**config.mk**
```make
export PLATFORM = sky130hd
export DESIGN_NAME = uart_tx_scheduler
export DESIGN_NICKNAME = d
export VERILOG_FILES = /design/src/rtl/uart_tx_scheduler.sv
export SDC_FILE = /design/constraint.sdc
export NUM_CORES = 1
export LEC_CHECK = 0
export ABC_AREA = 1
export BUFFER_PORTS_ARGS = -buffer_cell sky130_fd_sc_hd__buf_2
export CORE_MARGIN = 1.5
export CORE_UTILIZATION = 56
export CTS_CLUSTER_SIZE = 25
export DETAILED_ROUTE_END_ITERATION = 10
export HOLD_SLACK_MARGIN = 0.08
export PLACE_DENSITY = 0.77
export REMOVE_ABC_BUFFERS = 1
export SYNTH_ARGS = -nofsm -noshare
export SYNTH_HDL_FRONTEND = slang
export SYNTH_SLANG_ARGS = --single-unit
export TNS_END_PERCENT = 50
```
**constraint.sdc**
```tcl
create_clock -name clk -period 4.65 [get_ports clk]
set_input_delay 0.6975 -clock clk [delete_from_list [all_inputs] [get_ports clk]]
set_output_delay 0.6975 -clock clk [all_outputs]
set_load 0.05 [all_outputs]
```
**src/rtl/uart_tx_scheduler.sv**
```systemverilog
// Transmit FIFO and frame-paced sequencer feeding the strobe-only uart transmitter.
// Status word exposes drop counter, fill level and busy/full/empty for software polling.
module uart_tx_scheduler #(
    parameter int unsigned DEPTH       = 16,
    parameter int unsigned BYTE_CYCLES = 10850
) (
    input  logic        clk,
    input  logic        rst_n,
    input  logic        wr_en,
    input  logic [7:0]  wr_data,
    input  logic        clr_drop,
    output logic        uart_wr_o,
    output logic [7:0]  uart_dat_o,
    output logic [31:0] status,
    output logic        full,
    output logic        empty
);

    localparam int unsigned AW = $clog2(DEPTH);
    localparam int unsigned CW = AW + 1;
    localparam int unsigned TW = $clog2(BYTE_CYCLES);

    typedef enum logic {
        S_IDLE = 1'b0,
        S_WAIT = 1'b1
    } state_t;

    state_t          r_state;
    state_t          w_state_nxt;
    logic [TW-1:0]   r_timer;
    logic [TW-1:0]   w_timer_nxt;
    logic            r_uart_wr;
    logic            w_uart_wr_nxt;
    logic [7:0]      r_uart_dat;
    logic [7:0]      w_uart_dat_nxt;

    logic [7:0]      r_mem [DEPTH];
    logic [AW-1:0]   r_rd_ptr;
    logic [AW-1:0]   r_wr_ptr;
    logic [CW-1:0]   r_count;
    logic [7:0]      r_drop_cnt;

    logic            w_full;
    logic            w_empty;
    logic            w_push;
    logic            w_pop;
    logic            w_drop;
    logic            w_busy;

    assign w_full  = (r_count == CW'(DEPTH));
    assign w_empty = (r_count == '0);
    assign w_push  = wr_en && !w_full;
    assign w_drop  = wr_en && w_full;
    assign w_busy  = (r_state == S_WAIT) || !w_empty;

    // Scheduler state, frame timer and registered uart outputs
    always_ff @(posedge clk or negedge rst_n) begin
        if (!rst_n) begin
            r_state    <= S_IDLE;
            r_timer    <= '0;
            r_uart_wr  <= 1'b0;
            r_uart_dat <= 8'h00;
        end else begin
            r_state    <= w_state_nxt;
            r_timer    <= w_timer_nxt;
            r_uart_wr  <= w_uart_wr_nxt;
            r_uart_dat <= w_uart_dat_nxt;
        end
    end

    // Issue only from IDLE, so pushes into an empty FIFO are never bypassed
    always_comb begin
        w_state_nxt    = r_state;
        w_timer_nxt    = r_timer;
        w_uart_wr_nxt  = 1'b0;
        w_uart_dat_nxt = r_uart_dat;
        w_pop          = 1'b0;
        case (r_state)
            S_IDLE: begin
                if (!w_empty) begin
                    w_uart_wr_nxt  = 1'b1;
                    w_uart_dat_nxt = r_mem[r_rd_ptr];
                    w_pop          = 1'b1;
                    w_timer_nxt    = TW'(BYTE_CYCLES - 1);
                    w_state_nxt    = S_WAIT;
                end
            end
            S_WAIT: begin
                if (r_timer == '0) begin
                    w_state_nxt = S_IDLE;
                end else begin
                    w_timer_nxt = r_timer - TW'(1);
                end
            end
            default: w_state_nxt = S_IDLE;
        endcase
    end

    // FIFO pointers and fill level; pointers wrap naturally since DEPTH is a power of 2
    always_ff @(posedge clk or negedge rst_n) begin
        if (!rst_n) begin
            r_rd_ptr <= '0;
            r_wr_ptr <= '0;
            r_count  <= '0;
        end else begin
            if (w_push) r_wr_ptr <= r_wr_ptr + AW'(1);
            if (w_pop)  r_rd_ptr <= r_rd_ptr + AW'(1);
            case ({w_push, w_pop})
                2'b10:   r_count <= r_count + CW'(1);
                2'b01:   r_count <= r_count - CW'(1);
                default: r_count <= r_count;
            endcase
        end
    end

    always_ff @(posedge clk) begin
        if (w_push) r_mem[r_wr_ptr] <= wr_data;
    end

    // Saturating drop counter; a drop on the clear edge still counts
    always_ff @(posedge clk or negedge rst_n) begin
        if (!rst_n) begin
            r_drop_cnt <= 8'h00;
        end else if (clr_drop) begin
            r_drop_cnt <= w_drop ? 8'h01 : 8'h00;
        end else if (w_drop && (r_drop_cnt != 8'hFF)) begin
            r_drop_cnt <= r_drop_cnt + 8'h01;
        end
    end

    assign uart_wr_o  = r_uart_wr;
    assign uart_dat_o = r_uart_dat;
    assign full       = w_full;
    assign empty      = w_empty;
    assign status     = {8'h00, r_drop_cnt, 8'(r_count), 5'b0_0000, w_busy, w_full, w_empty};

endmodule

```
==> impl_metrics.env <==
export IMPL_min_delay_path_class="in -> async"
export IMPL_worstPathRequired_ns=5.02
export IMPL_io_pins=55
export IMPL_syn_cell_area_um2=8240
export IMPL_post_synth_top_area_cell="edfxtp_1"
export IMPL_grt_max_degree=67
export IMPL_cts_repair_resized=0
export IMPL_fmax_mhz=385
export IMPL_ys_flop_type="edfxtp_1"
export IMPL_yosys_warnings=0
export IMPL_post_route_util_pct=62.3
export IMPL_finalSetupViolCount=0
export IMPL_fin_nets=931
export IMPL_crit_fanout=16
export IMPL_power_density_nw_per_um2=419
export IMPL_yosys_top_cells_count="271 x nand2_1, 136 x inv_1, 130 x nand3_1"
export IMPL_fin_cells=1104
export IMPL_die_height_um=124
export IMPL_criticalPathCategory="reg -> reg"
export IMPL_drive_above_1_share_pct=10.5
export IMPL_postPlaceCellArea_um2=8460
export IMPL_cts_sinks=173
export IMPL_clk_pin_slew_ns=0.07
export IMPL_clk_path_buf_depth=2
export IMPL_clkPwrFrac_pct=36.2
export IMPL_tightestPinTransition_ns=1.17
export IMPL_first_pass_iters=6
export IMPL_post_cts_buffers=0
export IMPL_report_final_hold_viol_count=0
export IMPL_finalSetupTns_ns=0
export IMPL_cpMostUsedCell="nand2_1"
export IMPL_drcViolationCount=0
export IMPL_critPathTopFamily="flip-flops"
export IMPL_drtIter0Drc=554
export IMPL_cts_tree="yes"
export IMPL_peakVddDrop_v=0.000345
export IMPL_die_w_um=124
export IMPL_synth_edf_count=128
export IMPL_diodes=0
export IMPL_wirelength_um=16700
export IMPL_synth_seq_cells=173
export IMPL_cpPeakStageDelay_ns=0.54
export IMPL_clkLatencyLatePin_ns=0.43
export IMPL_stdcell_area_um2=9020
export IMPL_dp_cells=1072
export IMPL_yosysMostFrequentCell="nand2_1"
export IMPL_fill_cells=1123
export IMPL_rows=44
export IMPL_grt_pass1_vias=5229
export IMPL_path_buf_inv=3
export IMPL_cp_cell_sequence="inv_1 > nand2_2 > inv_2 > ha_1 > xor2_1 > ha_1 > inv_1 > nand2_1 > nand3_1 > nand2_1 > xor2_1 > nand2_1 > nand2_1"
export IMPL_p_leak_nw=4.18
export IMPL_totalPowerFinal_mw=3.79
export IMPL_synthesis_instances=880
export IMPL_cp_startpoint="r_state"
export IMPL_critPathLaunchType="flop"
export IMPL_dr_total_vias=5667
export IMPL_cp_arrival_ns=2.96
export IMPL_yosysSeqAreaShare_pct=60.3
export IMPL_skew_ns=0.00715
export IMPL_swShare_pct=29.0
export IMPL_power_switching_mw=1.10
export IMPL_avgViaCountPerCell=5.13
export IMPL_max_slew_margin_pct=21.8
export IMPL_io_buffers=38
export IMPL_overflow=0
export IMPL_seqPwrFrac_pct=49.6
export IMPL_synth_top_area_share_pct=46.6
export IMPL_core_um2=14500
export IMPL_avgSynthCellArea_um2=9.37
export IMPL_cts_hold_buffers=0
export IMPL_antenna_found_initial=0
export IMPL_end_kind="flop"
export IMPL_p_comb_share_pct=14.2
export IMPL_crit_slowest_cell="dfrtp_1"
export IMPL_status="completed"
export IMPL_period_share_pct=55.8
export IMPL_numCtsBuffers=17
export IMPL_slew_viol_final=0
export IMPL_cts_max_level=4
export IMPL_grt_setup_unrepaired="false"
export IMPL_place_hpwl_um=10200
export IMPL_dieArea_um2=15500
export IMPL_period_minus_slack_ns=2.59
export IMPL_synth_distinct_cells=31
export IMPL_routedWlPerCell_um=15.1
export IMPL_grt_pass1_wl_um=26800
export IMPL_area_growth_pct=9.46
export IMPL_start_util_pct=56.9
export IMPL_p_int_mw=2.69
export IMPL_asyncSetResetFlopFracSynth_pct=26.0
export IMPL_clock_root_buffer="clkbuf_16"
export IMPL_cap_violations=0
export IMPL_r2r_start="r_state"
export IMPL_track_usage_pct=22.4
export IMPL_gp_congestion=0.833
export IMPL_synthTopCellsByArea="edfxtp_1 47%, dfrtp_1 14%, nand2_1 12%"
export IMPL_postRouteAntennaNets=0
==> kinds of logic after synthesis <==
group           share of synthesized area [%]
compound gates                           1.88
xor+xnor                                 2.34
fa+ha+maj                                1.82
buf+inv                                  9.93
flops                                    60.3
other cells                            0.0455
simple gates                             23.7
==> per-stage QoR <==
step / setup WS [ns] / hold WS, ns
5_1_grt: 1.71 / 0.400
3_5_place_dp: 2.11 / 0.465
3_3_place_gp: 2.23 / 0.463
6_report: 2.06 / 0.340
2_1_floorplan: 1.65 / 0.402
4_1_cts: 2.08 / 0.361
==> routing by layer <==
| metal | share of wire [%] | track usage (%) |
|---|---|---|
| met1 | 43 | 29.7 |
| met2 | 48 | 35.8 |
| met3 | 6.9 | 5.93 |
| met4 | 2.4 | 8.25 |
| met5 | 0 | 0 |
==> state kept, by name (all words and copies together), names as in the netlist <==
name,count
r_count,5
r_drop_cnt,8
r_mem,128
r_rd_ptr,4
r_state,1
r_timer,14
r_wr_ptr,4
uart_dat_o,8
uart_wr_o,1
==> cells in the final DEF, fill, tap and decap left out, types with 16 or more instances in the layout <==
master / count
nand3_1: 130
edfxtp_1: 128
inv_1: 135
nor2_1: 36
nand2_1: 271
dfrtp_1: 44
buf_2: 38
o21ai_0: 16
clkbuf_16: 17
xor2_1: 20
conb_1: 16
==> final timing paths <==
check / to / slack (ns) / cells past startpoint
worst min-delay path: r_timer[0] / 0.34 / 2
max in group asynchronous: r_rd_ptr[0] / 3.89 / 2
min in group clk: uart_dat_o[0] / 0.48 / 2
worst min register to register: uart_dat_o[0] / 0.48 / 2
worst max register to register: r_count[4] / 2.06 / 13
worst max-delay path: r_count[4] / 2.06 / 13
==> power groups by stage <==
| stage | registers [mW] | logic, mW | clock network, mW |
|---|---|---|---|
| after floorplan | 1.97 | 0.316 | 0 |
| after CTS | 1.88 | 0.540 | 1.37 |
| after global placement | 1.90 | 0.525 | 0 |
| after detailed placement | 1.91 | 0.533 | 0 |
| after global routing | 1.89 | 0.592 | 1.44 |
| final | 1.88 | 0.537 | 1.37 |
==> cell type report <==
class | instances | area, µm² | share of cell area (%)
clock inverters | 13 | 131 | 1.46
multi-input cells | 533 | 2510 | 27.8
clock buffers | 19 | 433 | 4.80
inverters | 140 | 526 | 5.82
flip-flops and latches | 173 | 4970 | 55.1
repair buffers | 42 | 220 | 2.44
well taps | 184 | 230 | 2.55
==> worst register-to-register path, stage by stage (launching register included) <==
cell and delay, ns:
dfrtp_1 0.54, inv_1 0.24, nand2_2 0.18, inv_2 0.25, ha_1 0.35, xor2_1 0.24
ha_1 0.20, inv_1 0.04, nand2_1 0.08, nand3_1 0.09, nand2_1 0.08, xor2_1 0.14
nand2_1 0.06, nand2_1 0.05
No activity file was read; power rests on OpenSTA's default activity.
